### config.mk
export PLATFORM = sky130hd
export DESIGN_NAME = unidad_control_mc_flat
export DESIGN_NICKNAME = d
export VERILOG_FILES = /design/src/rtl/uc_pkg.sv /design/src/rtl/unidad_control_mc_if.sv /design/src/rtl/uc_decode.sv /design/src/rtl/unidad_control_mc.sv /design/src/flat_wrapper.sv
export SDC_FILE = /design/constraint.sdc
export NUM_CORES = 1
export LEC_CHECK = 0
export CELL_PAD_IN_SITES_DETAIL_PLACEMENT = 2
export CELL_PAD_IN_SITES_GLOBAL_PLACEMENT = 2
export CORE_MARGIN = 1.5
export CORE_UTILIZATION = 25
export CTS_CLUSTER_DIAMETER = 200
export DETAILED_ROUTE_END_ITERATION = 12
export PLACE_DENSITY_LB_ADDON = 0.25
export SETUP_SLACK_MARGIN = 0.2
export SYNTH_ARGS = -nofsm -noshare
export SYNTH_HDL_FRONTEND = slang
export SYNTH_SLANG_ARGS = --single-unit
### constraint.sdc
create_clock -name clk -period 3.7 [get_ports clk]
set_clock_uncertainty 0.05 [all_clocks]
set_input_delay 0.37 -clock clk [delete_from_list [all_inputs] [get_ports clk]]
set_output_delay 0.37 -clock clk [all_outputs]
set_load 0.02 [all_outputs]
### src/rtl/uc_pkg.sv
// Shared definitions for the multi-cycle control unit: opcodes, ALU codes,
// FSM states and the control vector produced by the decoder.
package uc_pkg;

  // Instruction opcodes (low three bits of op_code)
  localparam logic [2:0] OP_ADD = 3'b000;
  localparam logic [2:0] OP_SUB = 3'b001;
  localparam logic [2:0] OP_SLT = 3'b010;
  localparam logic [2:0] OP_ST  = 3'b011;
  localparam logic [2:0] OP_LD  = 3'b100;

  // ALU operation codes, zero-extended to ALUW at the top level
  localparam logic [3:0] ALU_ADD = 4'b0010;
  localparam logic [3:0] ALU_SUB = 4'b0110;
  localparam logic [3:0] ALU_SLT = 4'b0111;
  localparam logic [3:0] ALU_NOP = 4'b1111;

  typedef enum logic [2:0] {
    ST_IDLE   = 3'd0,
    ST_DECODE = 3'd1,
    ST_EXEC   = 3'd2,
    ST_MEM    = 3'd3,
    ST_WB     = 3'd4
  } st_e;

  typedef struct packed {
    logic       wEnable_BR;
    logic       SEL_dmx;
    logic [3:0] OP_alu;
    logic       W_ram;
    logic       R_ram;
  } ctrl_t;

  // Datapath-idle control vector: nothing written, ALU parked on NOP
  localparam ctrl_t CTRL_DEFAULT = '{wEnable_BR: 1'b0, SEL_dmx: 1'b1,
                                     OP_alu: ALU_NOP, W_ram: 1'b0, R_ram: 1'b0};

  // ALU code for the three register-to-register operations
  function automatic logic [3:0] alu_code(input logic [2:0] op);
    case (op)
      OP_ADD:  alu_code = ALU_ADD;
      OP_SUB:  alu_code = ALU_SUB;
      OP_SLT:  alu_code = ALU_SLT;
      default: alu_code = ALU_NOP;
    endcase
  endfunction

endpackage

### src/rtl/unidad_control_mc_if.sv
// Bundle of instruction handshake, RAM acknowledge and datapath control lines.
// The control unit uses the slave modport; the instruction source/datapath
// side uses the master modport.
interface unidad_control_mc_if #(
  parameter int OPW  = 3,
  parameter int ALUW = 4
) ();

  logic            instr_valid;
  logic            instr_ready;
  logic [OPW-1:0]  op_code;
  logic            mem_ack;
  logic            wEnable_BR;
  logic            SEL_dmx;
  logic [ALUW-1:0] OP_alu;
  logic            W_ram;
  logic            R_ram;
  logic            busy;
  logic            illegal_op;
  logic            mem_err;

  modport master (
    output instr_valid, op_code, mem_ack,
    input  instr_ready, wEnable_BR, SEL_dmx, OP_alu, W_ram, R_ram,
           busy, illegal_op, mem_err
  );

  modport slave (
    input  instr_valid, op_code, mem_ack,
    output instr_ready, wEnable_BR, SEL_dmx, OP_alu, W_ram, R_ram,
           busy, illegal_op, mem_err
  );

endinterface

### src/rtl/uc_decode.sv
// Combinational decoder: maps the current state and latched opcode to the
// datapath control vector, plus legality / memory / load classification.
module uc_decode
  import uc_pkg::*;
#(
  parameter int OPW = 3
) (
  input  st_e            state,
  input  logic [OPW-1:0] opcode,
  output ctrl_t          ctrl,
  output logic           is_legal,
  output logic           is_mem,
  output logic           is_load
);

  logic [2:0] op3;
  logic       is_alu;

  // Any code above LD is illegal, including codes with upper bits set
  assign op3      = opcode[2:0];
  assign is_legal = (opcode <= OPW'(OP_LD));
  assign is_mem   = is_legal && ((op3 == OP_ST) || (op3 == OP_LD));
  assign is_load  = is_legal && (op3 == OP_LD);
  assign is_alu   = is_legal && !is_mem;

  // Per-state control vector; IDLE and DECODE keep the datapath parked
  always_comb begin
    ctrl = CTRL_DEFAULT;
    case (state)
      ST_EXEC: begin
        if (is_alu) begin
          ctrl.OP_alu  = alu_code(op3);
          ctrl.SEL_dmx = 1'b0;
        end else if (is_mem) begin
          ctrl.OP_alu  = ALU_ADD;
          ctrl.SEL_dmx = 1'b1;
        end
      end
      ST_MEM: begin
        if (is_mem) begin
          ctrl.OP_alu  = ALU_ADD;
          ctrl.SEL_dmx = 1'b1;
          ctrl.W_ram   = !is_load;
          ctrl.R_ram   = is_load;
        end
      end
      ST_WB: begin
        if (is_load) begin
          ctrl.wEnable_BR = 1'b1;
          ctrl.SEL_dmx    = 1'b1;
          ctrl.OP_alu     = ALU_NOP;
        end else if (is_alu) begin
          ctrl.wEnable_BR = 1'b1;
          ctrl.SEL_dmx    = 1'b0;
          ctrl.OP_alu     = alu_code(op3);
        end
      end
      default: ctrl = CTRL_DEFAULT;
    endcase
  end

endmodule

### src/rtl/unidad_control_mc.sv
// Multi-cycle control unit: accepts one opcode per valid/ready handshake and
// steps through DECODE/EXEC/MEM/WB, driving register-file, ALU and RAM
// controls as Moore outputs.
// Optional: define UC_TIMEOUT_EN to abort a RAM access that is not
// acknowledged within MEM_TIMEOUT cycles (pulses mem_err).
module unidad_control_mc
  import uc_pkg::*;
#(
  parameter int OPW         = 3,
  parameter int ALUW        = 4,
  parameter int MEM_TIMEOUT = 15
) (
  input logic                clk,
  input logic                rst_n,
  unidad_control_mc_if.slave bus
);

  st_e            state_q, state_d;
  logic [OPW-1:0] opcode_q;
  logic           illegal_q;
  ctrl_t          ctrl;
  logic           is_legal;
  logic           is_mem;
  logic           is_load;
  logic           timeout_hit;

  uc_decode #(.OPW(OPW)) u_decode (
    .state    (state_q),
    .opcode   (opcode_q),
    .ctrl     (ctrl),
    .is_legal (is_legal),
    .is_mem   (is_mem),
    .is_load  (is_load)
  );

`ifdef UC_TIMEOUT_EN
  localparam int CW = (MEM_TIMEOUT < 2) ? 1 : $clog2(MEM_TIMEOUT + 1);

  logic [CW-1:0] tmo_cnt;
  logic          mem_err_q;

  // Timeout fires on the MEM cycle whose missed ack would bring the count to
  // MEM_TIMEOUT; an ack in that same cycle takes priority
  assign timeout_hit = (state_q == ST_MEM) && !bus.mem_ack &&
                       (tmo_cnt == CW'(MEM_TIMEOUT - 1));

  // Count un-acknowledged MEM cycles, cleared on the way into MEM
  always_ff @(posedge clk or negedge rst_n) begin
    if (!rst_n) begin
      tmo_cnt   <= '0;
      mem_err_q <= 1'b0;
    end else begin
      if (state_q == ST_EXEC) begin
        tmo_cnt <= '0;
      end else if ((state_q == ST_MEM) && !bus.mem_ack) begin
        tmo_cnt <= tmo_cnt + 1'b1;
      end
      mem_err_q <= timeout_hit;
    end
  end

  assign bus.mem_err = mem_err_q;
`else
  logic unused_timeout;

  // MEM_TIMEOUT has no effect when the RAM wait is unbounded
  assign unused_timeout = |MEM_TIMEOUT;
  assign timeout_hit    = 1'b0;
  assign bus.mem_err    = 1'b0;
`endif

  // State, latched opcode and the one-cycle illegal-opcode flag
  always_ff @(posedge clk or negedge rst_n) begin
    if (!rst_n) begin
      state_q   <= ST_IDLE;
      opcode_q  <= '0;
      illegal_q <= 1'b0;
    end else begin
      state_q <= state_d;
      if ((state_q == ST_IDLE) && bus.instr_valid) begin
        opcode_q <= bus.op_code;
      end
      illegal_q <= (state_q == ST_DECODE) && !is_legal;
    end
  end

  // Next-state sequencing; instr_valid and mem_ack only matter in IDLE / MEM
  always_comb begin
    state_d = state_q;
    case (state_q)
      ST_IDLE:   if (bus.instr_valid) state_d = ST_DECODE;
      ST_DECODE: state_d = is_legal ? ST_EXEC : ST_IDLE;
      ST_EXEC:   state_d = is_mem ? ST_MEM : ST_WB;
      ST_MEM: begin
        if (bus.mem_ack) begin
          state_d = is_load ? ST_WB : ST_IDLE;
        end else if (timeout_hit) begin
          state_d = ST_IDLE;
        end
      end
      ST_WB:     state_d = ST_IDLE;
      default:   state_d = ST_IDLE;
    endcase
  end

  assign bus.instr_ready = (state_q == ST_IDLE);
  assign bus.busy        = (state_q != ST_IDLE);
  assign bus.illegal_op  = illegal_q;
  assign bus.wEnable_BR  = ctrl.wEnable_BR;
  assign bus.SEL_dmx     = ctrl.SEL_dmx;
  assign bus.OP_alu      = ALUW'(ctrl.OP_alu);
  assign bus.W_ram       = ctrl.W_ram;
  assign bus.R_ram       = ctrl.R_ram;

endmodule

### src/flat_wrapper.sv
// flat-port wrapper written by rule: the top's interface ports become plain ports
module unidad_control_mc_flat import uc_pkg::*;
#(
  parameter int OPW         = 3,
  parameter int ALUW        = 4,
  parameter int MEM_TIMEOUT = 15
)
  (clk, rst_n, bus_instr_valid, bus_op_code, bus_mem_ack, bus_instr_ready, bus_wEnable_BR, bus_SEL_dmx, bus_OP_alu, bus_W_ram, bus_R_ram, bus_busy, bus_illegal_op, bus_mem_err);
  unidad_control_mc_if #(.OPW(OPW), .ALUW(ALUW)) bus_i ();
  input logic clk;
  input logic rst_n;
  input wire logic [$bits(bus_i.instr_valid)-1:0] bus_instr_valid;
  input wire logic [$bits(bus_i.op_code)-1:0] bus_op_code;
  input wire logic [$bits(bus_i.mem_ack)-1:0] bus_mem_ack;
  output wire logic [$bits(bus_i.instr_ready)-1:0] bus_instr_ready;
  output wire logic [$bits(bus_i.wEnable_BR)-1:0] bus_wEnable_BR;
  output wire logic [$bits(bus_i.SEL_dmx)-1:0] bus_SEL_dmx;
  output wire logic [$bits(bus_i.OP_alu)-1:0] bus_OP_alu;
  output wire logic [$bits(bus_i.W_ram)-1:0] bus_W_ram;
  output wire logic [$bits(bus_i.R_ram)-1:0] bus_R_ram;
  output wire logic [$bits(bus_i.busy)-1:0] bus_busy;
  output wire logic [$bits(bus_i.illegal_op)-1:0] bus_illegal_op;
  output wire logic [$bits(bus_i.mem_err)-1:0] bus_mem_err;
  assign bus_i.instr_valid = bus_instr_valid;
  assign bus_i.op_code = bus_op_code;
  assign bus_i.mem_ack = bus_mem_ack;
  assign bus_instr_ready = bus_i.instr_ready;
  assign bus_wEnable_BR = bus_i.wEnable_BR;
  assign bus_SEL_dmx = bus_i.SEL_dmx;
  assign bus_OP_alu = bus_i.OP_alu;
  assign bus_W_ram = bus_i.W_ram;
  assign bus_R_ram = bus_i.R_ram;
  assign bus_busy = bus_i.busy;
  assign bus_illegal_op = bus_i.illegal_op;
  assign bus_mem_err = bus_i.mem_err;
  unidad_control_mc #(.OPW(OPW), .ALUW(ALUW), .MEM_TIMEOUT(MEM_TIMEOUT)) u_core (.clk(clk), .rst_n(rst_n), .bus(bus_i));
endmodule
# Word level (Yosys, flattened, before mapping)
# Cells that the tools add are included.
[word_totals]
input_bits = 7
out_inout_bits = 12
ff_bits = 7
elab_cells = 42
[classes]
order_cmp = 1
eq_ne = 10
muxes = 15
reduce_logical = 13
[op_table]
columns = ["operator", "count"]
rows = [
  ["$mux W6", 3],
  ["$pmux W5 S3", 1],
  ["$eq A3 B2 Y1 const B", 4],
  ["$mux W3", 4],
  ["$pmux W3 S4", 1],
  ["$pmux W4 S3", 1],
  ["$eq A3 B1 Y1 const B", 2],
  ["$eq A3 B3 Y1 const B", 2],
  ["$logic_not A3 Y1", 2],
  ["$logic_and A1 B1 Y1", 5],
  ["$mux W5", 1],
  ["$mux W2", 2],
  ["$mux W4", 1],
  ["$ne A2 B2 Y1 const B", 2],
  ["$le A3 B3 Y1 const B", 1],
  ["$logic_not A1 Y1", 3],
  ["$reduce_bool A3 Y1", 1],
  ["$reduce_and A2 Y1", 1],
  ["$logic_or A1 B1 Y1", 1],
  ["$mux W1", 1],
]

# Depth between registers and ports, before layout
# Gate-level depths: netlist (run 1).
[logic_depth]
ltp_word = 8
ltp_mapped = 5
depth_no_buf = 4

# Cells and area by module
# A second synthesis (run 1) with hierarchy kept.
[unflattened]
cells_unflattened = 58
area_unflattened_um2 = 541.8
[by_module_without_submodules]
columns = ["mod", "area_per_inst_um2", "n_inst", "seq_area_each_um2", "cells_per_inst"]
rows = [
  ["unidad_control_mc", 324.1, 1, 175.2, 25],
  ["uc_decode", 217.7, 1, 0.0, 33],
]

# Least setup slack after synthesis (run 1)
# Ideal clock, no wire load.
[synth_path]
path_kind = "register to output"
start = "register u_core.state_q[1]"
end = "output port bus_OP_alu[3]"
t_required_ps = 3280
n_path_buf = 2
t_arrival_ps = 1319
path_slack_ps = 1961
stages_incl_launch_ff = 6
path_cell_list = "dfrtp_1 -> buf_6 -> nand2b_1 -> buf_6 -> o21ai_0 -> a211oi_1"
[synth_via]
elab_chain_cells = 2
word_cells_on_any_way = 4
classes_between = "eq/ne (3); mux (1)"
[synth_lines]
columns = ["element", "line", "source"]
rows = [
  ["start, declared", "unidad_control_mc.sv:18", "st_e state_q, state_d;"],
  ["start signal, assigned", "unidad_control_mc.sv:79", "state_q <= state_d;"],
  ["$eq A3 B3 Y1 / $eq A3 B2 Y1 (equally long branches)", "uc_decode.sv:29", "case (state)"],
  ["$pmux W5 S3 (*)", "uc_decode.sv:29", ""],
  ["end, declared", "flat_wrapper.sv:18", "output wire logic [$bits(bus_i.OP_alu)-1:0] bus_OP_alu;"],
]
# Mark *: on every way between the ends. The rest lies on a longest branch, timed or not.

# Worst setup path in the final report (run 1)
[layout_path]
start = "register u_core.state_q[0]"
end = "output port bus_OP_alu[2]"
# Same word-level chain as after synthesis.

==> results.md, run 1 <==
* Slack of the worst reg-to-reg path at 2.05 ns
* Fin. Hold Viols at 0
* Post-CTS setup buffers at 0
* Clock group share of total power at 11.8%
* Static power due to leakage at 0.2619 nW
* Syn_nets at 70
* Met1 track utilization from global routing at 17.77%
* Via count normalized by instance count at 4.654
* Final min period at 2.531 ns
* Overall via count from detail_route at 484
* Fraction of power consumed by combinational cells at a little under three fifths
* Number of iterations in the first detailed-routing pass at 1
* Final Setup Violations at 0
* Kind of cell adding the most delay to the critical path: simple AND/OR/NAND/NOR gates
* Post-Synthesis Mean Instance Area at 8.202 um2
* Remaining antenna violation count after routing at 0
* Outcome: finished clean
* Worst Path Max Fanout at 13
* Maximum number of pins on one net before global-route repair at 14
* Post-detailed-route wirelength per cell at around 12 um
* DRC at 0
* Growth of design area from synthesis to finish at 33.90%
* Chip Width at slightly below 50 um
* Clock tree buffer depth at 2
* DRC marker count from the first detailed-route iteration at 0
* Met2 usage at 19.68%
* Utilization of the core after routing at 35.27%
* Portion of the post-synthesis area used by sequential elements at between 30% and 40%
* P_int at 319.1 uW
* Placement row count at 16
* Achievable Freq at 395.1 MHz
* Worst IR Drop VDD at 0.0002890 V
* Count of maximum capacitance violations at 0
* WP data required at about 3.3 ns
* Buffers added on ports at 16
* Series of cell instances along the critical path: or3b_2 -> o22ai_1 -> a21oi_1 -> clkdlybuf4s50_1
* Number of cells on the critical path at 4
* Core region area at 1962 um2
* Clk_lat worst skew at roughly 0.25 ns
* Kind of capture point of the worst setup path: output pin
* Net switching fraction of the power at ~46%
* Number of synthesis warnings at 0
* Total global routing overflow at 0
* Share of the cycle needed by the critical path after routing at about two thirds
* Die ar. at 2349 um2
* Number of distinct library cells after synthesis at 27
* Mapped Cells at 63
* CTS Root Buffer Type: clkbuf_4
* Critical path class: flop to output pin
* Busiest layer in global routing: met2
* Via count of the first global-routing pass at 511
* Overall Global Routing Usage at roughly an eighth
* Clock buffers created by TritonCTS at 3
* Largest stage delay, worst path at 0.55 ns
* Top cells by area, synth: dfrtp_1 34%, mux2_1 6.5%, nor2_1 5.1%, nor3_1 4.8%, o21ai_0 4.8%
* Net count, final at 85
* # clock sinks at 7
* Synthesis-stage register bit count at 7
* Wire length of the first global-routing pass at 2.366 mm
* Arrival time at the worst endpoint at 2.11 ns
* TritonCTS clock tree: built
* Met3 GRT Util at 0.9259%
* Top FF cell, synth: dfrtp_1
* Fraction of power consumed by sequential logic at 31.0%
* Most common library cells after synthesis: 7 x dfrtp_1, 7 x nor2_1, 5 x nor3_1, 5 x o21ai_0
* Max-slew violation total from the final report at 0
* Effective utilization at floorplan at 26.34%
* Clock edge transition at the registers on the reported setup and hold paths at 0.05 ns
* Summed negative setup slack over all endpoints at 0 ns
* Aggregate routed wire length at 1.274 mm
* Antenna violations before repair at 0
* Buf/Inv on CP at 1
* Async set-or-reset flop fraction in the synthesized netlist at 100.0%
* Areal power density over the cells at ~850 nW/um2
* Share of the synthesized area in the top cell type at 33.90%
* Antenna Cells at 0
* Kind of start point of the critical path: flop
* Number of enable-type register cells in the synthesized netlist at 0
* Vert. Die Dim at just under 50 um
* Largest area contributor in the synthesized netlist: dfrtp_1
* Total half-perimeter wirelength after legalization and detailed placement at 991 um
* I/O pin total at 19
* Final weighted congestion of routability-driven global placement at 0.7421
* Ratio of cells with drive above 1 in the final layout at approximately an eighth
* Master of the slowest instance on the critical path: or3b_2
* Unrepaired setup endpoints after global routing: false
* Type of the tightest min-delay check: input port to asynchronous set/reset pin
* R2R depth at 4
* Combined area of all synthesized cells at 516.7 um2
* Number of hold buffers added after CTS at 0
* Post-cts resize count at 0
* Sw power at 270.1 uW
* H-Tree Level Count at 1
-- power by group through the flow --
stage	Clock (mW)	Sequential [mW]	Combinational, mW
2_1_floorplan	0	0.143	0.266
3_3_place_gp	0	0.186	0.339
3_5_place_dp	0	0.186	0.342
4_1_cts	0.0735	0.183	0.343
5_1_grt	0.0755	0.197	0.372
6_report	0.0695	0.183	0.337
-- path summary, 6_finish.rpt --
kind	end	from
worst max-delay path	bus_OP_alu[2]	u_core.state_q[0]$_DFFE_PN0P_
worst min-delay path	u_core.state_q[0]$_DFFE_PN0P_	rst_n
worst max register to register	u_core.opcode_q[2]$_DFFE_PN0P_	u_core.state_q[0]$_DFFE_PN0P_
worst min register to register	u_core.state_q[0]$_DFFE_PN0P_	u_core.state_q[2]$_DFFE_PN0P_
max in group asynchronous	u_core.opcode_q[2]$_DFFE_PN0P_	rst_n
min in group clk	u_core.state_q[0]$_DFFE_PN0P_	u_core.state_q[2]$_DFFE_PN0P_
-- final cells by class --
type                            instances  area (um2)
Clock buffer                            4       26.28
Fill cell                             253        1270
Inverter                                2       7.507
Multi-Input combinational cell         48       289.0
Sequential cell                         7       175.2
Tap cell                               27       33.78
Timing Repair Buffer                   16       160.2
-- cells in the final DEF (no fill, tap or decap) --
cell | synthesis | routed
or3b_2 | 2 | 2
conb_1 | 2 | 2
or4b_1 | 1 | 1
nand2_1 | 4 | 4
nor2_1 | 7 | 7
inv_1 | 1 | 1
o22ai_1 | 1 | 1
mux2_1 | 3 | 3
or2_2 | 1 | 1
clkbuf_1 | 2 | 1
nor2b_1 | 1 | 1
nor3_1 | 5 | 5
nand3b_1 | 1 | 1
and2_4 | 1 | 1
dfrtp_1 | 7 | 7
clkbuf_4 | 0 | 3
nand2b_1 | 3 | 3
o211ai_1 | 1 | 1
clkdlybuf4s50_1 | 0 | 16
inv_2 | 1 | 1
and2_1 | 1 | 1
or3_4 | 1 | 1
a2bb2oi_1 | 1 | 1
o21ai_0 | 5 | 5
a211oi_1 | 2 | 2
nand4_1 | 1 | 1
a21oi_1 | 4 | 4
-- logic make-up after synthesis --
group	Yosys count	synth area share, %
and+or+nand+nor	29	31.97
buffers and inverters	8	10.17
DFF	7	33.90
other	2	1.453
muxes	3	6.537
AOI/OAI and AO/OA	14	15.98
-- sequential cells by signal, indices dropped and copies added (netlist names) --
name,count
u_core.opcode_q,3
u_core.state_q,3
u_core.bus.illegal_op,1
-- metal layers --
layer	part of all wire, %	vias up	routed length, um
met5	0	-	0
met4	1.6	0	20
met3	2.2	2	28
met2	44	12	555
met1	53	228	669
li1	-	242	-
-- per-stage QoR --
stage	worst slack (ns)	hold slack (ns)	instance area [um2]	total power [mW]	std cells
CTS	1.128	0.3239	691.9	0.5996	104
detailed placement	1.397	0.5807	665.6	0.5283	100
global placement	1.397	0.5667	665.6	0.5243	100
global route	1.003	0.3355	691.9	0.6448	104
floorplan	1.961	0.02441	516.7	0.4083	63
finish	1.169	0.3233	691.9	0.5892	104
Note: power is estimated with default switching activity, not from simulation.
==> run 2: changes to the inputs <==
Settings changed: CORE_UTILIZATION 25 to 23.
Clock period 3.7 ns to 2.5 ns, I/O delays scaled along.
==> results.md, run 2 (synthesis results as in run 1) <==
* Via count of the first global-routing pass at 542
* Clk_lat worst skew at 0.25 ns
* Arrival time at the worst endpoint at 1.89 ns
* Clock buffers created by TritonCTS at 3
* Fin. Hold Viols at 0
* Highest-count cells in the layout ignoring fill and taps: 11 x clkdlybuf4s50_1, 7 x nor2_1, 7 x dfrtp_1
* Worst Path Max Fanout at 9
* Worst reg2reg path startpoint: u_core.state_q[0]$_DFFE_PN0P_
* I/O pin total at 19
* Effective utilization at floorplan at between 20% and 30%
* CTS Root Buffer Type: clkbuf_4
* Clock edge transition at the registers on the reported setup and hold paths at 0.05 ns
* Max-slew violation total from the final report at 0
* TritonCTS clock tree: built
* Total power after layout at 883.8 uW
* Largest stage delay, worst path at 0.59 ns
* Kind of start point of the critical path: flop
* Chip Width at 50.40 um
* Aggregate routed wire length at approximately 1.4 mm
* Met3 GRT Util at under 10%
* Antenna Cells at 0
* Placement row count at 16
* Static power due to leakage at about 0.29 nW
* Slack of the worst reg-to-reg path at 0.81 ns
* Core region area at 2042 um2
* Remaining antenna violation count after routing at 0
* Busiest layer in global routing: met2
* Series of cell instances along the critical path: buf_4 -> or3_4 -> inv_2 -> clkdlybuf4s50_1
* Number of inserted filler cells in the final layout at 258
* Total global routing overflow at 0
* Clock tree buffer depth at 2
* Buf/Inv on CP at 3
* Summed negative setup slack over all endpoints at 0 ns
* Growth of design area from synthesis to finish at 36.32%
* DRC at 0
* Share of the cycle needed by the critical path after routing at between 80% and 90%
* Met1 track utilization from global routing at 16.24%
* Final min period at 2.185 ns
* Kind of capture point of the worst setup path: output pin
* Type of the tightest min-delay check: input port to asynchronous set/reset pin
* Post-detailed-route wirelength per cell at 13.10 um
* Final Setup Violations at 0
* R2R depth at 5
* Vert. Die Dim at ~50 um
* Overall via count from detail_route at 514
* Via count normalized by instance count at 4.849
* Number of placed instances, taps included at 102
* Antenna violations before repair at 0
* Wire length of the first global-routing pass at around 2.5 mm
* WP data required at 2.20 ns
* Unrepaired setup endpoints after global routing: false
* Outcome: finished clean
* Overall Global Routing Usage at roughly 13%
* H-Tree Level Count at 1
* DP Worst Slack at 0.4252 ns
* Achievable Freq at 457.6 MHz
* Master of the slowest instance on the critical path: clkdlybuf4s50_1
* Critical path class: flop to output pin
* Worst IR Drop VDD at 0.0004107 V
* Number of hold buffers added after CTS at 0
* DRC marker count from the first detailed-route iteration at 8
* Total half-perimeter wirelength after legalization and detailed placement at 1.128 mm
* Areal power density over the cells at 1255 nW/um2
* Final weighted congestion of routability-driven global placement at 0.7116
* Kind of cell adding the most delay to the critical path: buffers and inverters
* Number of cells in the finished layout apart from fillers at around 110
* # clock sinks at 7
* Post-route setup slack at roughly 0.31 ns
* Net count, final at slightly below 90
* Ratio of cells with drive above 1 in the final layout at between 10 and 15%
* Count of maximum capacitance violations at 0
* Maximum number of pins on one net before global-route repair at 13
* Worst R2R End: u_core.opcode_q[1]$_DFFE_PN0P_
* Die ar. at around 2500 um2
* Most common cell after layout, fill and taps aside: clkdlybuf4s50_1
* Buffers added on ports at 16
* Met2 usage at a little over a fifth
* Number of iterations in the first detailed-routing pass at 4
## run 2: cell types whose count changed in the layout (fill, tap and decap cells not counted)
cell	before	now
dlygate4sd2_1	0	4
buf_4	0	2
dlymetal6s2s_1	0	1
clkdlybuf4s50_1	16	11
## run 2: layer usage
metal / vias to the layer above / wire, um
met3: 3 / 72
met5: - / 0
met2: 14 / 680
met1: 250 / 622
met4: 0 / 14
li1: 247 / -
## run 2: worst max-delay path by stage
stage	start	endpoint	slack (ns)	cells after the start
after detailed placement	u_core.opcode_q[1]$_DFFE_PN0P_	bus_OP_alu[0]	0.43	4
after floorplan	u_core.state_q[1]$_DFFE_PN0P_	bus_OP_alu[3]	0.88	5
after global placement	u_core.opcode_q[1]$_DFFE_PN0P_	bus_OP_alu[3]	0.41	4
final	u_core.state_q[0]$_DFFE_PN0P_	bus_instr_ready	0.31	4
after global routing	u_core.state_q[0]$_DFFE_PN0P_	bus_instr_ready	0.23	4
after CTS	u_core.state_q[1]$_DFFE_PN0P_	bus_wEnable_BR	0.20	3
## run 2: what timing repair did
item | 4_1_cts | 5_1_grt
gates resized for setup | 4 | 1
buffers inserted | 0 | 0
cloned | 0 | 0
hold endpoints to repair | 0 | 0
endpoints found under the setup margin | 4 | 1
## run 2: final cells by class
cell class                 count  area, um2  share of cell area, %
clock buffer                   4      26.28                  3.730
inverter                       2      7.507                  1.066
multi-input combinational     48      289.0                  41.03
sequential                     7      175.2                  24.87
tap                           27      33.78                  4.796
timing repair buffer          18      172.7                  24.51
## run 2: stage by stage
stage / hold WS, ns / area [um2] / utilization, %
2_1_floorplan: -0.09559 / 516.7 / -
3_3_place_gp: 0.4782 / 680.7 / 33.33
3_5_place_dp: 0.4837 / 680.7 / 33.33
4_1_cts: 0.2043 / 701.9 / 34.38
5_1_grt: 0.2100 / 704.4 / 34.50
6_report: 0.2002 / 704.4 / 34.50
## run 2: where the power goes
| part | internal, mW | leakage [nW] | switching (mW) |
|---|---|---|---|
| Sequential | 0.163 | 0.0881 | 0.0662 |
| Clock | 0.0609 | 0.0150 | 0.0417 |
| Combinational | 0.252 | 0.187 | 0.300 |
| Total | 0.476 | 0.290 | 0.408 |
